--- src/rtl/command_line_buffer.sv ---
// command_line_buffer
//
// Line editor between the PS/2 ASCII decoder and the command logic. Bytes
// qualified by char_valid are assembled into a line of up to MAX_CHARS
// characters with backspace editing. A carriage return commits the line as a
// left-justified packed word (first-typed character in the top byte) with a
// length and a one-cycle cmd_valid pulse. Typing past capacity enters an
// overflow state; the next CR discards the line and pulses cmd_error.
//
// Handshake: char_valid is a single-cycle strobe with no ready/back-pressure.
// A byte is consumed on the rising edge that samples char_valid high. A byte
// arriving while the commit cycle is in progress is dropped; upstream strobes
// are at least two cycles apart, so this cannot happen in normal operation.
//
// Optional feature: define CMD_LINE_UPCASE_EN to fold 'a'..'z' to 'A'..'Z'
// before storage. Without it, bytes are stored verbatim.
//
// Ports:
//   clk        system clock, rising edge
//   reset      synchronous active-high reset
//   clear      synchronous line discard (committed outputs untouched)
//   char_in    ASCII byte
//   char_valid strobe qualifying char_in
//   line_out   live buffer, slot 0 in bits [8*MAX_CHARS-1 -: 8]
//   line_len   characters currently buffered
//   cmd_out    last committed line, packed like line_out
//   cmd_len    length of cmd_out
//   cmd_valid  one-cycle pulse: new cmd_out/cmd_len
//   cmd_error  one-cycle pulse: overflowed line discarded on CR
//   overflow   high while in the overflow state
//   fsm_state  debug view of the FSM state (0 EDIT, 1 COMMIT, 2 OVF)

module command_line_buffer #(
  parameter int          MAX_CHARS = 5,
  parameter logic [7:0]  PAD_CHAR  = 8'h00,
  localparam int         LW        = $clog2(MAX_CHARS + 1)
) (
  input  logic                   clk,
  input  logic                   reset,
  input  logic                   clear,
  input  logic [7:0]             char_in,
  input  logic                   char_valid,
  output logic [8*MAX_CHARS-1:0] line_out,
  output logic [LW-1:0]          line_len,
  output logic [8*MAX_CHARS-1:0] cmd_out,
  output logic [LW-1:0]          cmd_len,
  output logic                   cmd_valid,
  output logic                   cmd_error,
  output logic                   overflow,
  output logic [1:0]             fsm_state
);

  typedef enum logic [1:0] {
    ST_EDIT   = 2'd0,
    ST_COMMIT = 2'd1,
    ST_OVF    = 2'd2
  } state_t;

  localparam logic [LW-1:0]          MAX_LEN  = LW'(MAX_CHARS);
  localparam logic [8*MAX_CHARS-1:0] PAD_LINE = {MAX_CHARS{PAD_CHAR}};

  state_t state;

  logic                   is_bs;
  logic                   is_cr;
  logic                   is_print;
  logic [7:0]             store_char;
  logic [LW-1:0]          wr_slot;
  logic [7:0]             wr_byte;
  logic [8*MAX_CHARS-1:0] line_wr;

  assign fsm_state = state;

  // Byte classification and optional case folding.
  always_comb begin
    is_bs      = (char_in == 8'h08) || (char_in == 8'h7F);
    is_cr      = (char_in == 8'h0D);
    is_print   = (char_in >= 8'h20) && (char_in <= 8'h7E);
    store_char = char_in;
`ifdef CMD_LINE_UPCASE_EN
    if ((char_in >= 8'h61) && (char_in <= 8'h7A)) begin
      store_char = char_in - 8'h20;
    end
`endif
  end

  // Candidate buffer after a single-slot write: a printable lands in slot
  // line_len, a backspace pads slot line_len-1. Only used when the FSM
  // decides the write is legal.
  always_comb begin
    wr_slot = is_bs ? (line_len - 1'b1) : line_len;
    wr_byte = is_bs ? PAD_CHAR : store_char;
    line_wr = line_out;
    for (int i = 0; i < MAX_CHARS; i++) begin
      if (LW'(i) == wr_slot) begin
        line_wr[8*(MAX_CHARS-1-i) +: 8] = wr_byte;
      end
    end
  end

  always_ff @(posedge clk) begin
    if (reset) begin
      state     <= ST_EDIT;
      line_out  <= PAD_LINE;
      line_len  <= '0;
      cmd_out   <= PAD_LINE;
      cmd_len   <= '0;
      cmd_valid <= 1'b0;
      cmd_error <= 1'b0;
      overflow  <= 1'b0;
    end else begin
      cmd_valid <= 1'b0;
      cmd_error <= 1'b0;
      if (clear) begin
        // Beats everything, including a pending commit.
        state    <= ST_EDIT;
        line_out <= PAD_LINE;
        line_len <= '0;
        overflow <= 1'b0;
      end else begin
        case (state)
          ST_EDIT: begin
            if (char_valid) begin
              if (is_print) begin
                if (line_len < MAX_LEN) begin
                  line_out <= line_wr;
                  line_len <= line_len + 1'b1;
                end else begin
                  state    <= ST_OVF;
                  overflow <= 1'b1;
                end
              end else if (is_bs) begin
                if (line_len != '0) begin
                  line_out <= line_wr;
                  line_len <= line_len - 1'b1;
                end
              end else if (is_cr) begin
                if (line_len != '0) begin
                  state <= ST_COMMIT;
                end
              end
            end
          end
          ST_COMMIT: begin
            // Any char_valid this cycle is intentionally dropped.
            cmd_out   <= line_out;
            cmd_len   <= line_len;
            cmd_valid <= 1'b1;
            line_out  <= PAD_LINE;
            line_len  <= '0;
            state     <= ST_EDIT;
          end
          ST_OVF: begin
            if (char_valid && is_cr) begin
              cmd_error <= 1'b1;
              line_out  <= PAD_LINE;
              line_len  <= '0;
              overflow  <= 1'b0;
              state     <= ST_EDIT;
            end
          end
          default: begin
            state    <= ST_EDIT;
            overflow <= 1'b0;
          end
        endcase
      end
    end
  end

endmodule

--- config.mk ---
export PLATFORM = sky130hd
export DESIGN_NAME = command_line_buffer
export DESIGN_NICKNAME = d
export VERILOG_FILES = /design/src/rtl/command_line_buffer.sv
export SDC_FILE = /design/constraint.sdc
export NUM_CORES = 1
export LEC_CHECK = 0
export ABC_CLOCK_PERIOD_IN_PS = 1950
export BUFFER_PORTS_ARGS = -buffer_cell sky130_fd_sc_hd__buf_2
export CORE_MARGIN = 1.5
export CORE_UTILIZATION = 47
export DETAILED_ROUTE_END_ITERATION = 8
export PLACE_DENSITY_LB_ADDON = 0.1
export SKIP_CTS_REPAIR_TIMING = 1
export SLEW_MARGIN = 15
export SYNTH_ARGS = -nofsm -noshare
export SYNTH_HDL_FRONTEND = slang
export SYNTH_SLANG_ARGS = --single-unit
export TNS_END_PERCENT = 20
--- constraint.sdc ---
create_clock -name clk -period 1.95 [get_ports clk]
set_input_delay 0.195 -clock clk [delete_from_list [all_inputs] [get_ports clk]]
set_output_delay 0.195 -clock clk [all_outputs]
set_load 0.03 [all_outputs]
==> flow_metrics.py, run 1 <==
metrics = {
    "detailed_routing": {
        "ant_nets": 0,
        "drtIter0Drc": 153,
        "drt_pass1_iterations": 4,
        "vias_per_cell": 5.19,
        "wl_per_cell_um": 15.1,
        "dr_total_vias": 3408,
        "remaining_drc_errors": 0,
        "routed_wl_um": 9890,
    },
    "worst_setup_path": {
        "r2r.worst_path.cells": 9,
        "r2r-start": "fsm_state[1]$_SDFFE_PP0P_",
        "rr_endpoint": "line_out[10]$_SDFFE_PP0P_",
        "slowest_delay_ns": 0.37,
        "critPathMostFrequentCell": "buf_4",
        "crit_slowest_cell": "dfxtp_4",
        "end_kind": "register",
        "path_class": "reg2reg",
        "setup.worst_path.start_class": "register",
        "cp.arrival_ns": 2.16,
        "crit_chain": "inv_1 -> ha_2 -> buf_4 -> a32oi_2 -> o211ai_4 -> buf_4 -> a31oi_4 -> buf_12 -> mux2i_1",
        "crit_required_ns": 2.24,
        "r2r_slack_ns": 0.08,
        "cp_max_fo": 8,
        "critical_path.top_delay_family": "buffers and inverters",
        "path_buf_inv": 4,
    },
    "logic_synthesis": {
        "synth_fa_ha_area_share_pct": 2.35,
        "synth_compound_gate_area_share_pct": 12.1,
        "ys_warn_count": 0,
        "synthCells": 431,
        "ys_ff_latch": 91,
        "synth_nets": 450,
        "avgSynthCellArea_um2": 8.66,
        "yosys.area_share.simple_pct": 21.5,
        "synth_area_um2": 3730,
        "synth_cell_types": 48,
        "synth_mux_area_share_pct": 11.0,
        "synth_top_family_by_area": "simple AND/OR/NAND/NOR gates",
        "synth.yosys.seq_area_share_pct": 48.8,
        "synth_xor_area_share_pct": 0.235,
    },
    "timing": {
        "tightest_slew_ns": 0.484,
        "max-slew-margin-rel_pct": 67.7,
        "fin_crit_sh_pct": 95.9,
        "skew_ns": 0.00929,
        "setup_viol": 0,
        "final_hold_viol_count": 0,
        "drv_slew": 0,
        "fmax_ghz": 0.535,
        "post-route-min-period_ns": 1.87,
        "rsz0062_at_grt": "true",
    },
    "clock_tree": {
        "cts.sinks": 91,
        "cts_buffers": 9,
        "clock_path_buffers": 2,
        "htree_levels": 3,
        "clkTransAtPathRegs_ns": 0.10,
        "root_buffer": "clkbuf_8",
        "insertion_delay_ns": 0.36,
        "cts_tree": "built",
    },
    "hold_path": {
        "whs_endpoint": "line_len[0]$_SDFFE_PP0P_",
        "hold_start": "reset",
        "hp-class": "in2reg",
        "min_path_cells": 3,
    },
    "global_routing": {
        "grt_max_degree": 46,
        "gr-total-overflow": 0,
        "antenna_found_initial": 0,
        "grt_pass1_wl_um": 16100,
        "grt_usage_pct": 24.3,
        "grt_pass1_vias": 3133,
    },
    "floorplan": {
        "dieArea_um2": 8490,
        "rows": 32,
        "start_util_pct": 48.3,
        "io_pins": 103,
        "die_width_um": 92.1,
        "core_um2": 7730,
        "die_y_um": 92.1,
    },
    "placement": {
        "port-buffer-count": 102,
        "dpl.hpwl_um": 6980,
        "gp_congestion": 0.928,
        "place_area_um2": 4550,
    },
    "final_layout": {
        "layout-drive-gt1-share_pct": 32.4,
        "nets": 569,
        "finish.instance_area_um2": 4820,
        "n_antenna_cell": 0,
        "area_delta_synth_final_pct": 29.0,
    },
    "run_status": {
        "status": "completed",
    },
    "pwr": {
        "ir_drop_v": 0.000362,
        "leakagePower_nw": 2.24,
        "p_total_mw": 3.43,
        "power_density_nw_per_um2": 711,
    },
    "run": {
        "drv_cap": 0,
    },
}
cells in the mapped netlist (all sizes together):
library cell / instances / area, um^2
dfxtp: 91 / 1820
a22oi: 2 / 15.0
nor3: 3 / 15.0
nor2: 12 / 45.0
o21a: 1 / 8.76
o2111ai: 1 / 8.76
ha: 7 / 87.6
xor2: 1 / 8.76
or2: 2 / 12.5
a21o: 1 / 7.51
nand2b: 4 / 25.0
clkbuf: 21 / 78.8
o31a: 1 / 8.76
o21bai: 1 / 7.51
o311ai: 1 / 8.76
nand3: 3 / 15.0
or4: 4 / 33.8
nor4: 1 / 6.26
a21oi: 48 / 240
o21ba: 1 / 10.0
or3: 2 / 12.5
a311oi: 1 / 8.76
buf: 7 / 50.0
o211ai: 3 / 32.5
and4bb: 1 / 12.5
a32oi: 1 / 8.76
nand4b: 1 / 8.76
a211oi: 1 / 7.51
a31oi: 3 / 33.8
and3: 3 / 21.3
nor4b: 2 / 17.5
nand4: 3 / 18.8
nand2: 137 / 514
inv: 5 / 18.8
and2: 1 / 8.76
a31o: 2 / 17.5
nor2b: 6 / 37.5
o21ai: 4 / 20.0
mux2i: 41 / 410
o41ai: 1 / 8.76
logic make-up (layout without fill, tap and decap cells):
| family | count (synthesis) | in the layout |
|---|---|---|
| AO/OA/AOI/OAI | 73 | 73 |
| XOR/XNOR | 1 | 1 |
| adder cells (fa/ha/maj) | 7 | 7 |
| buffers and inverters | 33 | 157 |
| flip-flops | 91 | 91 |
| multiplexers | 41 | 41 |
| AND/OR/NAND/NOR | 185 | 185 |
tightest hold or removal path, stage by stage:
cell and delay, ns:
buf_2 0.10, or2_2 0.23, a21oi_1 0.06
routing by layer:
layer / up-vias / share of wire (%) / track usage (%)
met1: 1588 / 46 / 32.6
met5: - / 0 / 0
met4: 0 / 2.4 / 8.21
met3: 19 / 5.9 / 6.30
li1: 1693 / - / -
met2: 108 / 46 / 37.7
stage by stage:
| stage | cells | hold slack [ns] | setup TNS, ns | utilization, % | setup WS [ns] |
|---|---|---|---|---|---|
| 2_1_floorplan | 431 | 0.419 | 0 | - | 0.0243 |
| 3_3_place_gp | 640 | 0.438 | -4.63 | 58.9 | -0.158 |
| 3_5_place_dp | 640 | 0.444 | -6.23 | 58.9 | -0.196 |
| 4_1_cts | 656 | 0.237 | -0.0185 | 61.5 | -0.00750 |
| 5_1_grt | 657 | 0.265 | -0.0323 | 62.3 | -0.0117 |
| 6_report | 657 | 0.263 | 0 | 62.3 | 0.0798 |
cell usage in the layout (no fill, tap or decap), drive strengths merged, types with 2 or more instances in the layout:
master  count
o21ai       4
ha          7
nor2b       6
a21oi      48
or2         2
clkbuf      9
nand2b      4
or3         2
mux2i      41
nor4b       2
nand4       3
dfxtp      91
and3        3
a31oi       3
nand2     137
or4         4
inv         9
a31o        2
nand3       3
buf       136
a22oi       2
nor3        3
o211ai      3
nor2       12
state kept, by name (all words and copies together) (netlist names):
signal	cells
cmd_out	40
line_out	40
cmd_len	3
line_len	3
fsm_state	2
cmd_error	1
cmd_valid	1
overflow	1
power breakdown:
part | internal [mW] | switching [mW]
clock network | 0.618 | 0.734
registers | 1.86 | 0.00631
logic | 0.0834 | 0.126
total | 2.56 | 0.866
how the worst max path moves through the flow:
stage                         startpoint                         to  cells past startpoint  slack, ns
5_1_grt        fsm_state[1]$_SDFFE_PP0P_  line_out[15]$_SDFFE_PP0P_                      9      -0.01
6_report       fsm_state[1]$_SDFFE_PP0P_  line_out[10]$_SDFFE_PP0P_                      9       0.08
2_1_floorplan  fsm_state[1]$_SDFFE_PP0P_   line_len[2]$_SDFFE_PP0P_                      7       0.02
3_5_place_dp                  char_in[4]  line_out[20]$_SDFFE_PP0P_                      8      -0.20
3_3_place_gp                  char_in[3]  line_out[22]$_SDFFE_PP0P_                      8      -0.16
4_1_cts        fsm_state[1]$_SDFFE_PP0P_  line_out[10]$_SDFFE_PP0P_                      9     -0.007
area by class of cell:
class                   count  area [um^2]
clock buffers               9          124
clock inverters             7         82.6
fillers                   692         2910
inverters                   5         18.8
multi-input cells         307         1820
flip-flops and latches     91         1840
well taps                 102          128
repair buffers            136          803
No activity file was read; power rests on OpenSTA's default activity.
==> inputs of run 2 (changes only) <==
--- a/config.mk
+++ b/config.mk
@@ -5,10 +5,11 @@
 export SDC_FILE = /design/constraint.sdc
 export NUM_CORES = 1
 export LEC_CHECK = 0
-export ABC_CLOCK_PERIOD_IN_PS = 1950
+export ABC_AREA = 1
+export ABC_CLOCK_PERIOD_IN_PS = 1910
 export BUFFER_PORTS_ARGS = -buffer_cell sky130_fd_sc_hd__buf_2
 export CORE_MARGIN = 1.5
-export CORE_UTILIZATION = 47
+export CORE_UTILIZATION = 53
 export DETAILED_ROUTE_END_ITERATION = 8
 export PLACE_DENSITY_LB_ADDON = 0.1
 export SKIP_CTS_REPAIR_TIMING = 1
==> constraint.sdc (replaced) <==
create_clock -name clk -period 1.91 [get_ports clk]
set_input_delay 0.191 -clock clk [delete_from_list [all_inputs] [get_ports clk]]
set_output_delay 0.191 -clock clk [all_outputs]
set_load 0.03 [all_outputs]
==> flow_metrics.py, run 2 <==
metrics = {
    "final_layout": {
        "reg.largest.list": "cmd_out x40, line_out x40",
        "nets": 684,
        "final_cell_mix": "nand2_1 (139), buf_2 (102), dfxtp_1 (88)",
        "utilization_pct": 66.6,
        "fillers": 721,
        "layout_commonest_cell": "nand2_1",
        "area_delta_synth_final_pct": 22.9,
        "layout-drive-gt1-share_pct": 30.6,
        "n_antenna_cell": 0,
    },
    "timing": {
        "fmax_ghz": 0.564,
        "fin_crit_sh_pct": 92.8,
        "tightest_slew_ns": 0.495,
        "skew_ns": 0.0107,
        "max-slew-margin-rel_pct": 66.9,
        "setup_viol": 0,
        "post-route-min-period_ns": 1.77,
        "final_hold_viol_count": 0,
        "drv_slew": 0,
        "layout_setup_ws_ns": 0.137,
    },
    "floorplan": {
        "rows": 32,
        "start_util_pct": 54.2,
        "die_width_um": 91.4,
        "io_pins": 103,
        "core_um2": 7650,
        "dieArea_um2": 8360,
        "die_y_um": 91.4,
    },
    "global_routing": {
        "grt_pass1_vias": 3390,
        "grt_max_degree": 45,
        "gr-total-overflow": 0,
        "grt_pass1_wl_um": 16100,
        "antenna_found_initial": 0,
        "grt_usage_pct": 24.2,
    },
    "detailed_routing": {
        "ant_nets": 0,
        "wl_per_cell_um": 13.1,
        "drtIter0Drc": 213,
        "dr_total_vias": 3923,
        "routed_wl_um": 10100,
        "vias_per_cell": 5.08,
        "drt_pass1_iterations": 4,
        "remaining_drc_errors": 0,
    },
    "clock_tree": {
        "cts_buffers": 9,
        "cts.sinks": 91,
        "clkTransAtPathRegs_ns": 0.09,
        "htree_levels": 3,
        "insertion_delay_ns": 0.37,
        "root_buffer": "clkbuf_8",
        "cts_tree": "built",
        "clock_path_buffers": 2,
    },
    "logic_synthesis": {
        "ys_ff_latch": 91,
        "async_reset_ff_share_pct": 0,
        "synthTopCellsByArea": "dfxtp_1 (44%), nand2_1 (13%), nor2_1 (8.0%)",
        "synth_area_um2": 4140,
        "synth_top_cell_area_share_pct": 44.0,
        "synthCells": 559,
        "ys.flop_type": "dfxtp_1",
        "synth_cell_types": 30,
        "synth_top_area_cell": "dfxtp_1",
        "synth.yosys.seq_area_share_pct": 44.0,
        "synth_nets": 578,
        "ys_warn_count": 0,
        "synth_common_cells": "nand2_1 (139), dfxtp_1 (91), nor2_1 (88), a21oi_1 (40), inv_1 (40)",
        "avgSynthCellArea_um2": 7.41,
        "yosysMostFrequentCell": "nand2_1",
        "synth_edf_count": 0,
    },
    "pwr": {
        "p_total_mw": 4.03,
        "power_density_nw_per_um2": 791,
        "leakagePower_nw": 2.37,
        "ir_drop_v": 0.000364,
    },
    "worst_setup_path": {
        "crit_required_ns": 2.17,
        "cp.arrival_ns": 2.04,
        "setup.worst_path.start_class": "register",
        "crit_chain": "inv_1 -> ha_1 -> nand2_1 -> nand2_2 -> nand3_1 -> nand3_2 -> nor2_4 -> buf_4 -> clkbuf_16 -> nand3_1 -> nand2_1 -> nor2_1",
        "slowest_delay_ns": 0.33,
        "crit_slowest_cell": "dfxtp_2",
        "cp_max_fo": 11,
        "path_class": "reg2reg",
        "path_buf_inv": 3,
        "end_kind": "register",
        "critical_path.top_delay_family": "simple AND/OR/NAND/NOR gates",
        "r2r_slack_ns": 0.14,
    },
    "placement": {
        "dp_slack_ns": 0.0212,
        "port-buffer-count": 102,
        "gp_congestion": 0.959,
        "dpl.hpwl_um": 7000,
    },
    "run_status": {
        "status": "completed",
    },
    "run": {
        "drv_cap": 0,
    },
    "hold_path": {
        "hp-class": "in2reg",
    },
}
## run 2: cell types whose count changed after synthesis, moves of 5 or more
cell,change
a211oi_1,+15
a21oi_1,-8
a21oi_2,+20
clkbuf_1,-7
inv_1,+35
inv_2,+5
mux2i_1,-41
nand2_2,+12
nand2_4,+6
nand3_1,+34
nor2_1,+76
nor2b_1,-6
## run 2: worst reg2reg max path, delay by kind of cell, from the launching register on
kind / cells / cell delay, ns
buffers and inverters: 3 / 0.41
flip-flops: 1 / 0.33
AND/OR/NAND/NOR: 8 / 0.71
adder cells (fa/ha/maj): 1 / 0.21
## run 2: worst paths after layout
| check | depth (start not counted) | start | end |
|---|---|---|---|
| setup / recovery | 12 | line_len[0]$_SDFFE_PP0P_ | line_out[28]$_SDFFE_PP0P_ |
| setup reg to reg | 12 | line_len[0]$_SDFFE_PP0P_ | line_out[28]$_SDFFE_PP0P_ |
| hold reg to reg | 2 | overflow$_SDFFE_PP0P_ | overflow$_SDFFE_PP0P_ |
| hold / removal | 3 | char_valid | cmd_error$_SDFF_PP0_ |
## run 2: cells by family after synthesis
logic type	count (synthesis)	share of synthesized area, %
AOI/OAI and AO/OA	83	13.0
buffers and inverters	73	8.21
adders and majority gates	7	2.11
xor gates and xnor gates	2	0.423
DFF	91	44.0
and+or+nand+nor	303	32.2
## run 2: metal layers
metal  vias up  GRT usage [%]  wire, um
li1       2002              -         -
met2       115           38.6      4710
met1      1791           32.4      4660
met4         0           7.81       155
met5         -              0         0
met3        15           5.44       567
## run 2: power by group
group | internal, mW | switching [mW]
Combinational | 0.208 | 0.435
Sequential | 1.93 | 0.0242
Clock | 0.722 | 0.708
## run 2: per-stage QoR
| stage | hold slack (ns) | instances | setup TNS [ns] | instance area [um^2] |
|---|---|---|---|---|
| after CTS | 0.106 | 768 | -0.00801 | 5000 |
| after detailed placement | 0.440 | 752 | 0 | 4780 |
| after global placement | 0.430 | 752 | 0 | 4780 |
| final | 0.110 | 772 | 0 | 5090 |
| after floorplan | 0.354 | 559 | -0.0109 | 4150 |
| after global routing | 0.116 | 772 | -0.0118 | 5090 |
## run 2: layout make-up
type,count,area [um^2],area share [%]
clock buffers,12,165,3.24
inverters,45,169,3.32
clock inverters,4,55.1,1.08
repair buffers,123,711,14.0
multi-input cells,395,2040,40.0
well taps,102,128,2.51
flip-flops and latches,91,1830,35.8
